### src/rtl/frame_drain_ctrl.sv
// Pops pointer words and streams each described frame from the data FIFO through a 2-entry skid buffer.
// Optional per-source frame counters are enabled with FRAME_DRAIN_STATS_EN.
module frame_drain_ctrl (
  input  logic        clk_sys,
  input  logic        rstn_sys,
  input  logic        ptr_sfifo_empty,
  output logic        ptr_sfifo_rd,
  input  logic [15:0] ptr_sfifo_dout,
  output logic        sfifo_rd,
  input  logic [7:0]  sfifo_dout,
  output logic        out_valid,
  input  logic        out_ready,
  output logic [7:0]  out_data,
  output logic        out_sof,
  output logic        out_eof,
  output logic [3:0]  out_src,
  output logic        busy,
  output logic [7:0]  len_err_cnt
`ifdef FRAME_DRAIN_STATS_EN
  ,
  output logic [63:0] frame_cnt
`endif
);

  localparam int unsigned LEN_W  = 11;
  localparam int unsigned DATA_W = 8;
  localparam int unsigned SRC_W  = 4;
  localparam int unsigned ERR_W  = 8;
  localparam int unsigned STAT_W = 16;

  typedef enum logic [4:0] {
    IDLE    = 5'b00001,
    PTR_POP = 5'b00010,
    PTR_CAP = 5'b00100,
    DATA    = 5'b01000,
    DRAIN   = 5'b10000
  } state_t;

  state_t             state;
  logic [LEN_W-1:0]   frame_len;
  logic [LEN_W-1:0]   issue_cnt;
  logic [LEN_W-1:0]   cap_idx;
  logic               cap_vld;
  logic               pop;
  logic               cap_sof;
  logic               cap_eof;
  logic [1:0]         occ;
  logic [1:0]         reserved;
  logic [DATA_W-1:0]  ent1_data;
  logic               ent1_sof;
  logic               ent1_eof;
  logic               ent1_vld;
  logic [LEN_W-1:0]   ptr_len;
  logic [SRC_W-1:0]   ptr_src;
  logic               ptr_rsvd_unused;

  assign ptr_len         = ptr_sfifo_dout[10:0];
  assign ptr_src         = ptr_sfifo_dout[14:11];
  assign ptr_rsvd_unused = ptr_sfifo_dout[15];

  // Read credit counts the byte leaving this cycle so an unstalled frame streams at full rate.
  always_comb begin
    pop      = out_valid && out_ready;
    occ      = 2'(out_valid) + 2'(ent1_vld);
    reserved = occ - 2'(pop) + 2'(cap_vld);
    sfifo_rd = (state == DATA) && (issue_cnt != '0) && !ent1_vld && (reserved < 2'd2);
    cap_sof  = (cap_idx == '0);
    cap_eof  = (cap_idx == frame_len - LEN_W'(1));
  end

  // Frame sequencing: pointer pop, capture, data issue, drain to eof.
  always_ff @(posedge clk_sys or negedge rstn_sys) begin
    if (!rstn_sys) begin
      state        <= IDLE;
      ptr_sfifo_rd <= 1'b0;
      busy         <= 1'b0;
      frame_len    <= '0;
      out_src      <= '0;
      issue_cnt    <= '0;
      len_err_cnt  <= '0;
    end else begin
      ptr_sfifo_rd <= 1'b0;
      case (state)
        IDLE: begin
          if (!ptr_sfifo_empty) begin
            state        <= PTR_POP;
            ptr_sfifo_rd <= 1'b1;
            busy         <= 1'b1;
          end
        end
        PTR_POP: state <= PTR_CAP;
        PTR_CAP: begin
          frame_len <= ptr_len;
          out_src   <= ptr_src;
          issue_cnt <= ptr_len;
          if (ptr_len == '0) begin
            if (len_err_cnt != '1) len_err_cnt <= len_err_cnt + ERR_W'(1);
            state <= IDLE;
            busy  <= 1'b0;
          end else begin
            state <= DATA;
          end
        end
        DATA: begin
          if (sfifo_rd) begin
            issue_cnt <= issue_cnt - LEN_W'(1);
            if (issue_cnt == LEN_W'(1)) state <= DRAIN;
          end
        end
        DRAIN: begin
          if (pop && out_eof) begin
            state <= IDLE;
            busy  <= 1'b0;
          end
        end
        default: begin
          state <= IDLE;
          busy  <= 1'b0;
        end
      endcase
    end
  end

  // Skid buffer: head entry is the output register, entry 1 holds the overflow byte.
  always_ff @(posedge clk_sys or negedge rstn_sys) begin
    if (!rstn_sys) begin
      cap_vld   <= 1'b0;
      cap_idx   <= '0;
      out_valid <= 1'b0;
      out_data  <= '0;
      out_sof   <= 1'b0;
      out_eof   <= 1'b0;
      ent1_vld  <= 1'b0;
      ent1_data <= '0;
      ent1_sof  <= 1'b0;
      ent1_eof  <= 1'b0;
    end else begin
      cap_vld <= sfifo_rd;
      if (state == PTR_CAP) cap_idx <= '0;
      else if (cap_vld)     cap_idx <= cap_idx + LEN_W'(1);
      case ({cap_vld, pop})
        2'b10: begin
          if (!out_valid) begin
            out_valid <= 1'b1;
            out_data  <= sfifo_dout;
            out_sof   <= cap_sof;
            out_eof   <= cap_eof;
          end else begin
            ent1_vld  <= 1'b1;
            ent1_data <= sfifo_dout;
            ent1_sof  <= cap_sof;
            ent1_eof  <= cap_eof;
          end
        end
        2'b01: begin
          if (ent1_vld) begin
            out_data <= ent1_data;
            out_sof  <= ent1_sof;
            out_eof  <= ent1_eof;
            ent1_vld <= 1'b0;
          end else begin
            out_valid <= 1'b0;
          end
        end
        2'b11: begin
          if (ent1_vld) begin
            out_data  <= ent1_data;
            out_sof   <= ent1_sof;
            out_eof   <= ent1_eof;
            ent1_data <= sfifo_dout;
            ent1_sof  <= cap_sof;
            ent1_eof  <= cap_eof;
          end else begin
            out_data <= sfifo_dout;
            out_sof  <= cap_sof;
            out_eof  <= cap_eof;
          end
        end
        default: ;
      endcase
    end
  end

`ifdef FRAME_DRAIN_STATS_EN
  // Saturating completed-frame count per source bit, bumped when the eof byte is taken.
  always_ff @(posedge clk_sys or negedge rstn_sys) begin
    if (!rstn_sys) begin
      frame_cnt <= '0;
    end else if (pop && out_eof) begin
      for (int i = 0; i < SRC_W; i++) begin
        if (out_src[i] && (frame_cnt[i*STAT_W +: STAT_W] != '1))
          frame_cnt[i*STAT_W +: STAT_W] <= frame_cnt[i*STAT_W +: STAT_W] + STAT_W'(1);
      end
    end
  end
`endif

endmodule

### config.mk
export PLATFORM = sky130hd
export DESIGN_NAME = frame_drain_ctrl
export DESIGN_NICKNAME = d
export VERILOG_FILES = /design/src/rtl/frame_drain_ctrl.sv
export SDC_FILE = /design/constraint.sdc
export NUM_CORES = 1
export LEC_CHECK = 0
export ABC_AREA = 1
export CAP_MARGIN = 40
export CORE_MARGIN = 3
export CORE_UTILIZATION = 55
export DETAILED_ROUTE_END_ITERATION = 8
export GPL_TIMING_DRIVEN = 0
export MAX_ROUTING_LAYER = met4
export PLACE_DENSITY = 0.76
export REMOVE_ABC_BUFFERS = 1
export SETUP_SLACK_MARGIN = 0.1
export SLEW_MARGIN = 20
export SYNTH_ARGS = -nofsm -noshare
export SYNTH_HDL_FRONTEND = slang
export SYNTH_SLANG_ARGS = --single-unit
### constraint.sdc
create_clock -name clk_sys -period 5 [get_ports clk_sys]
set_clock_uncertainty 0.2 [all_clocks]
set_input_delay 0.5 -clock clk_sys [delete_from_list [all_inputs] [get_ports clk_sys]]
set_output_delay 0.5 -clock clk_sys [all_outputs]
set_load 0.05 [all_outputs]
-- Word level (Yosys, flattened, before mapping)
Index checks and enable logic that the tools add are counted.
W data, S select, Z words.
- register bits after elaboration: 75
- bits of input ports: 28
- add/subtract/negate cells: 7
- order comparisons: 1
- equal/unequal tests: 21
- multiplexer cells: 41
- bitwise logic cells: 1
- reduce and logical (&&, ||, !) cells: 23
- operators by type and width (kind ; count):
    $mux W8 ; 5
    $mux W11 ; 3
    $pmux W5 S5 ; 1
    $pmux W8 S3 ; 1
    $logic_not A11 Y1 ; 2
    $pmux W11 S2 ; 1
    $sub A11 B1 Y11 const B ; 2
    $mux W5 ; 4
    $ne A2 B2 Y1 const B ; 9
    $mux W1 ; 17
    $pmux W8 S2 ; 1
    $add A11 B1 Y11 const B ; 1
    $eq A11 B1 Y1 const B ; 1
    $eq A11 B11 Y1 ; 1
    $reduce_bool A11 Y1 ; 1
    $reduce_and A3 Y1 ; 3
    $add A8 B1 Y8 const B ; 1
    $ne A8 B8 Y1 const B ; 1
    $pmux W1 S2 ; 4
    $reduce_and A4 Y1 ; 2
    $reduce_bool A2 Y1 ; 4
    $pmux W1 S3 ; 2
    $reduce_and A2 Y1 ; 3
    $eq A5 B1 Y1 const B ; 1
    18 further kinds ; 23

-- Longest topological paths before layout
Gate-level depths: netlist of the first run.
- depth in word-level cells: 7
- mapped depth: 12

-- Worst setup path before layout of the first run
OpenSTA, ideal clock, no wires.
- kind: reg2out
- start point: register out_valid
- end point: output sfifo_rd
- data arrival time: 2.266 ns
- data required time: 4.300 ns
- slack: 2.034 ns
- cell stages (with the launch flop): 10
- path buffers: 0
- cells stage by stage: dfrtp_1 > nand2_1 > inv_1 > ha_1 > inv_1 > ha_1 > a21o_1 > or2_2 > nand4_4 > inv_1
- word-level cells in the longest chain between the ends: 5
- RTL lines (item ; RTL line ; RTL):
    start, declared ; 11 ; output logic out_valid,
    start signal, assigned ; 129 ; out_valid <= 1'b0;
    start signal, assigned ; 144 ; out_valid <= 1'b1;
    start signal, assigned ; 162 ; out_valid <= 1'b0;
    $add A1 B1 Y2 / $logic_and A1 B1 Y1 (equally long branches) ; 64, 63 ;
    $sub A2 B1 Y2 (*) ; 65 ; reserved = occ - 2'(pop) + 2'(cap_vld);
    $add A2 B1 Y2 (*) ; 65 ;
    $lt A2 B2 Y1 (*) ; 66 ; sfifo_rd = (state == DATA) && (issue_cnt != '0) && !ent1_vld && (reserved < 2'd2);
    $logic_and A1 B1 Y1 (*) ; 66 ;
    end, declared ; 9 ; output logic sfifo_rd,
Every way passes the cells marked *; elsewhere a longest branch is shown, timed or not.

-- Worst setup path after layout of the first run
- start point: input out_ready
- end point: output sfifo_rd
- word-level cells in the longest chain between the ends: 5
- RTL lines (item ; RTL line ; RTL):
    start, declared ; 12 ; input logic out_ready,
    $logic_and A1 B1 Y1 ; 63 ; pop = out_valid && out_ready;
    $sub A2 B1 Y2 ; 65 ;
    $add A2 B1 Y2 ; 65 ;
    $lt A2 B2 Y1 ; 66 ;
    $logic_and A1 B1 Y1 ; 66 ;
Every way passes these cells.

==> impl_metrics.tcl, run 1 <==
set metrics [dict create \
    dieArea_um2 8560 \
    synthTopCellsByCount "188 x nand2_1, 74 x dfrtp_1, 55 x nor2_1" \
    worstPathArrival_ns 3.16 \
    antenna_found_initial 0 \
    use_met3_pct 3.41 \
    ioPinCount 54 \
    dieWidth_um 92.5 \
    via_per_inst 5.39 \
    timing.rr.start "state[4]$_DFFE_PN0P_" \
    clockBufferDepth 2 \
    ant_nets 0 \
    place_worst_setup_slack_ns 1.15 \
    syn_area_um2 4120 \
    ys.flop_type "dfrtp_1" \
    power.share.sequential_pct 36.2 \
    clk_pin_slew_ns 0.08 \
    cts_tree "built" \
    drt-initial-drc-count 176 \
    clkSinkCount 75 \
    setup_ws_ns 1.14 \
    coreArea_um2 7020 \
    combPwrFrac_pct 42.5 \
    place.port_buffers 52 \
    num_vias 3811 \
    cp-end-kind "primary output" \
    leakage_nw 2.40 \
    rsz0062_at_grt "false" \
    max_freq_ghz 0.259 \
    worstSetupStartpointType "input port" \
    fin_crit_sh_pct 77.2 \
    p_switching_w 0.00113 \
    synth-edff-count 0 \
    outcome "finished clean" \
    synth_area_per_cell_um2 7.52 \
    synth.area.top_cells "dfrtp_1 45%, nand2_1 17%, nor2_1 5.0%" \
    path_common_cell "inv_1" \
    yosys.area.top_type "dfrtp_1" \
    placed_area_um2 4770 \
    wire_per_inst_um 13.4 \
    synth.most_common_cell "nand2_1" \
    worstMarginPinSlew_ns 0.708 \
    fin_crit_ns 3.86 \
    crit_fanout 6 \
    crit_type "in -> out" \
    max_stage_delay_ns 0.71 \
    synth.ff_latch_count 75 \
    overflow 0 \
    fin_nets 645 \
    regArea_um2 1880 \
    crit_chain "clkdlybuf4s50_1 > nand2_1 > inv_1 > ha_1 > inv_1 > ha_1 > a21o_1 > or2_2 > nand4_4 > inv_1 > clkdlybuf4s50_1" \
    clkPwrFrac_pct 21.4 \
    hold_path_startpoint "out_src[1]$_DFFE_PN0N_" \
    startpoint "out_ready" \
    fin_area_um2 5020 \
    insertion_delay_ns 0.36 \
    ctsHoldBuffers 1 \
    min_path_type "reg -> reg" \
    track_usage_pct 23.8 \
    hold_viol_final 0 \
    p_int_w 0.00155 \
    ys_seq_area_share_pct 45.6 \
    grt_pass1_wl_um 16000 \
    multiInputGateArea_um2 1990 \
    grt_util_met1_pct 30.2 \
    routed_wl_um 9470 \
    die_h_um 92.5 \
    postCtsSetupBuffers 0 \
    busiest_layer "met2" \
    slowest_stage "clkdlybuf4s50_1" \
    yosys_warnings 0 \
    synth_top_area_share_pct 45.0 \
    ys_types 36 \
    syn_to_final_growth_pct 22.0 \
    gr-usage-met2_pct 38.3 \
    cp.required_ns 4.30 \
    ir_drop_mv 0.298 \
    drv_cap 0 \
    synthesis.instances 547 \
    swShare_pct 42.1 \
    num_antenna_cells 0 \
    maxSlewHeadroom_pct 52.4 \
    fillers 564 \
    rows 30 \
    numCtsBuffers 9 \
    cts-resized-gates 0 \
    drv_slew 0 \
    synthArstFlopShare_pct 100 \
    root_buffer "clkbuf_8" \
    grt_max_degree 47 \
    initial_core_util_pct 58.6 \
    setup-violations-final 0 \
    gp_congestion 0.906 \
    grt_pass1_vias 3547 \
    htreeDepth 3 \
    setup_tns_ns 0 \
    drt_pass1_iterations 5 \
    final_util_pct 71.5 \
    drive_gt1_share_pct 4.75 \
    drc 0 \
    p_per_area_nw_per_um2 532 \
    dp_hpwl_um 6970 \
]
## final timing paths
path,to,slack [ns],cells after the start
hold reg to reg,out_src[1]$_DFFE_PN0N_,0.27,2
hold / removal,out_src[1]$_DFFE_PN0N_,0.27,2
setup reg to reg,len_err_cnt[2]$_DFFE_PN0P_,2.27,6
max in group asynchronous,state[0]$_DFFE_PN1P_,3.55,3
setup / recovery,sfifo_rd,1.14,11
min in group asynchronous,cap_idx[8]$_DFFE_PN0P_,0.42,2
## critical path, delay by kind of cell
| family | cells | cell delay [ns] |
|---|---|---|
| and+or+nand+nor | 3 | 0.56 |
| adders and majority gates | 2 | 0.46 |
| buffers and inverters | 5 | 1.45 |
| AOI/OAI and AO/OA | 1 | 0.18 |
## sequential cells by signal, indices dropped and copies added (netlist names), 4 cells and up
| name | cells |
|---|---|
| cap_idx | 11 |
| frame_len | 11 |
| len_err_cnt | 8 |
| out_data | 8 |
| out_src | 4 |
| ent1_data | 8 |
| state | 5 |
| issue_cnt | 11 |
## power by group through the flow
stage	clock network (W)	logic, W	registers, W
finish	0.000571	0.00114	0.000966
global placement	0	0.00108	0.000965
CTS	0.000579	0.00114	0.000962
detailed placement	0	0.00113	0.000972
global route	0.000603	0.00127	0.000995
floorplan	0	0.000577	0.00117
## through the flow
step,cells,total power (W),hold slack [ns]
final,707,0.00267,0.273
after global routing,707,0.00286,0.309
after CTS,707,0.00268,0.281
after detailed placement,690,0.00210,0.257
after global placement,687,0.00205,0.256
after floorplan,539,0.00175,0.00441
## layout make-up
type	count	share of cell area, %
clock buffers	12	2.89
clock inverters	4	1.97
inverters	58	4.34
multi-input cells	406	39.6
flip-flops and latches	75	37.4
well taps	96	2.39
repair buffers	56	11.4
## placed cells by master (no fill, tap or decap), types with 3 or more instances in the layout
cell / synthesis / layout
buf_4: 0 / 3
ha_1: 11 / 11
inv_1: 54 / 54
nand2_1: 188 / 188
clkbuf_8: 0 / 10
a21oi_1: 15 / 15
nor3_1: 12 / 12
xnor2_1: 6 / 6
nor4_1: 7 / 7
nand3_1: 25 / 25
nand4_1: 10 / 10
xor2_1: 8 / 8
o21ai_0: 41 / 41
bufinv_16: 0 / 3
dfrtp_1: 74 / 74
nor2_1: 55 / 55
a31oi_1: 11 / 11
clkdlybuf4s50_1: 0 / 51
## layer usage
layer | vias up | share of wire, %
met5 | - | 0
met3 | 16 | 4.5
met1 | 1804 | 45
met2 | 108 | 49
li1 | 1883 | -
met4 | 0 | 2.0
## cell families after synthesis
kind of cell / after synthesis / share of synthesized area (%)
DFF: 75 / 45.6
AOI/OAI and AO/OA: 74 / 9.70
buffers and inverters: 66 / 6.23
and+or+nand+nor: 306 / 31.9
muxes: 1 / 0.243
adders and majority gates: 11 / 3.34
xor gates and xnor gates: 14 / 2.98
(Power assumes the default switching activity.)
==> inputs of run 2 (changes only) <==
==> constraint.sdc (replaced) <==
create_clock -name clk_sys -period 3.93 [get_ports clk_sys]
set_clock_uncertainty 0.2 [all_clocks]
set_input_delay 0.393 -clock clk_sys [delete_from_list [all_inputs] [get_ports clk_sys]]
set_output_delay 0.393 -clock clk_sys [all_outputs]
set_load 0.05 [all_outputs]
==> results of run 2 <==
Same layout as run 1 (identical final DEF). Status: finished clean.
Main changes from that run: setup slack after placement 1.15 ns -> 0.293 ns; setup slack after layout 1.14 ns -> 0.280 ns; start point of the critical path out_ready -> out_valid$_DFFE_PN0P_; register-to-register setup slack 2.27 ns -> 1.20 ns; total power 0.00267 W -> 0.00340 W; worst IR drop on VDD 0.298 mV -> 0.379 mV
==> inputs of run 3 (changes only) <==
--- a/config.mk
+++ b/config.mk
@@ -6,7 +6,7 @@
 export NUM_CORES = 1
 export LEC_CHECK = 0
 export ABC_AREA = 1
-export CAP_MARGIN = 40
+export CAP_MARGIN = 0
 export CORE_MARGIN = 3
 export CORE_UTILIZATION = 55
 export DETAILED_ROUTE_END_ITERATION = 8
==> run 3 against run 2 <==
Compared with the run above: sequential share of layout area up 0.12 points; critical path depth down 1; final cell count down 0.14%; worst hold slack better by 0.010 ns; clock power down 5.1%; die area unchanged; combinational power about the same; utilization down 0.23 points; critical endpoint unchanged; largest power group unchanged.
==> impl_metrics.tcl, run 3 (synthesis results as in run 1) <==
set metrics [dict create \
    clk_pin_slew_ns 0.08 \
    setup-violations-final 0 \
    ioPinCount 54 \
    via_per_inst 5.34 \
    hold_slack_ns 0.283 \
    routed_wl_um 9350 \
    clkSinkCount 75 \
    grt_pass1_wl_um 16000 \
    maxSlewHeadroom_pct 25.0 \
    drive_gt1_share_pct 4.92 \
    place_worst_setup_slack_ns 0.296 \
    rsz0062_at_grt "false" \
    max_stage_delay_ns 0.71 \
    cp-end-kind "primary output" \
    slowest_stage "clkdlybuf4s50_1" \
    min_path_type "reg -> reg" \
    worstPathArrival_ns 3.07 \
    grt_pass1_vias 3546 \
    dieWidth_um 92.5 \
    ctsHoldBuffers 1 \
    wire_per_inst_um 13.2 \
    num_antenna_cells 0 \
    track_usage_pct 23.9 \
    path_common_cell "inv_1" \
    leakage_nw 2.39 \
    dp.cells 689 \
    die_h_um 92.5 \
    drt-initial-drc-count 192 \
    numCtsBuffers 9 \
    insertion_delay_ns 0.35 \
    postCtsSetupBuffers 0 \
    place.port_buffers 52 \
    multiInputGateArea_um2 1990 \
    hold_viol_final 0 \
    fin_nets 644 \
    top_regs "cap_idx: 11 flops, frame_len: 11 flops, issue_cnt: 11 flops" \
    crit_type "reg -> out" \
    coreArea_um2 7020 \
    ir_drop_mv 0.372 \
    syn_to_final_growth_pct 21.6 \
    cts_tree "built" \
    initial_core_util_pct 58.6 \
    gp_congestion 0.906 \
    antenna_found_initial 0 \
    worstMarginPinSlew_ns 1.12 \
    drv_cap 0 \
    ant_nets 0 \
    num_vias 3771 \
    p_per_area_nw_per_um2 670 \
    overflow 0 \
    setup_ws_ns 0.265 \
    cts-resized-gates 0 \
    drv_slew 0 \
    outcome "finished clean" \
    fin_crit_sh_pct 93.2 \
    max_freq_ghz 0.273 \
    fillers 577 \
    final_util_pct 71.3 \
    dieArea_um2 8560 \
    fin_crit_ns 3.66 \
    instances_no_fill 706 \
    drt_pass1_iterations 5 \
    crit_fanout 9 \
    rows 30 \
    final_common_cell "nand2_1" \
    worstSetupStartpointType "flop" \
    grt_max_degree 47 \
    htreeDepth 3 \
    clockBufferDepth 2 \
    regArea_um2 1880 \
    crit_chain "inv_1 > ha_1 > inv_1 > ha_1 > a21o_1 > or2_2 > nand4_4 > inv_1 > clkdlybuf4s50_1" \
    drc 0 \
    cp.required_ns 3.34 \
    root_buffer "clkbuf_8" \
    dp_hpwl_um 6940 \
    final_cell_mix "188 x nand2_1, 74 x dfrtp_1, 55 x nor2_1, 54 x inv_1, 51 x clkdlybuf4s50_1" \
]
==> run 3: cell count changes in the layout (fill, tap and decap cells not counted), sizes merged <==
cell	change
bufinv	-1
clkbuf	-1
buf	-1
clkinv	-1
clkinvlp	+2
inv	+1
==> run 3: path summary, 6_finish.rpt <==
check | startpoint | slack, ns | depth (start not counted) | endpoint
max in group asynchronous | rstn_sys | 2.59 | 3 | state[0]$_DFFE_PN1P_
hold / removal | ent1_data[2]$_DFFE_PN0P_ | 0.28 | 2 | ent1_data[2]$_DFFE_PN0P_
setup / recovery | cap_vld$_DFF_PN0_ | 0.27 | 9 | sfifo_rd
min in group asynchronous | rstn_sys | 0.31 | 2 | cap_idx[8]$_DFFE_PN0P_
hold reg to reg | ent1_data[2]$_DFFE_PN0P_ | 0.28 | 2 | ent1_data[2]$_DFFE_PN0P_
setup reg to reg | state[4]$_DFFE_PN0P_ | 1.17 | 6 | len_err_cnt[2]$_DFFE_PN0P_
==> run 3: power by group <==
group | leakage, nW | total [W] | switching [W] | internal (W)
sequential | 0.931 | 0.00123 | 0.000198 | 0.00103
clock | 0.112 | 0.000689 | 0.000295 | 0.000394
combinational | 1.35 | 0.00143 | 0.000942 | 0.000492
==> run 3: layout make-up <==
| cell class | instances | share of cell area (%) |
|---|---|---|
| Timing Repair Buffer | 55 | 11.3 |
| Clock inverter | 5 | 1.68 |
| Clock buffer | 11 | 3.03 |
| Tap cell | 96 | 2.40 |
| Sequential cell | 75 | 37.5 |
| Inverter | 58 | 4.35 |
| Multi-Input combinational cell | 406 | 39.8 |
==> run 3: through the flow <==
| step | instance area [µm²] | power (W) | setup TNS (ns) |
|---|---|---|---|
| floorplan | 4080 | 0.00223 | 0 |
| global placement | 4720 | 0.00261 | -24.56 |
| detailed placement | 4760 | 0.00267 | 0 |
| CTS | 5000 | 0.00336 | 0 |
| global route | 5000 | 0.00361 | 0 |
| finish | 5000 | 0.00335 | 0 |
==> run 3: worst max-delay path: cells and delay by family, from the launching register on <==
kind / cells / cell delay (ns)
compound gates: 1 / 0.18
fa+ha+maj: 2 / 0.53
buf+inv: 4 / 1.02
flops: 1 / 0.50
simple gates: 2 / 0.47
==> run 3: metal layers <==
layer,GRT usage (%),vias to the layer above,wire length (µm)
met4,8.29,0,190
met1,31.3,1761,4210
li1,-,1888,-
met2,37.4,102,4460
met3,4.63,20,496
met5,-,-,0
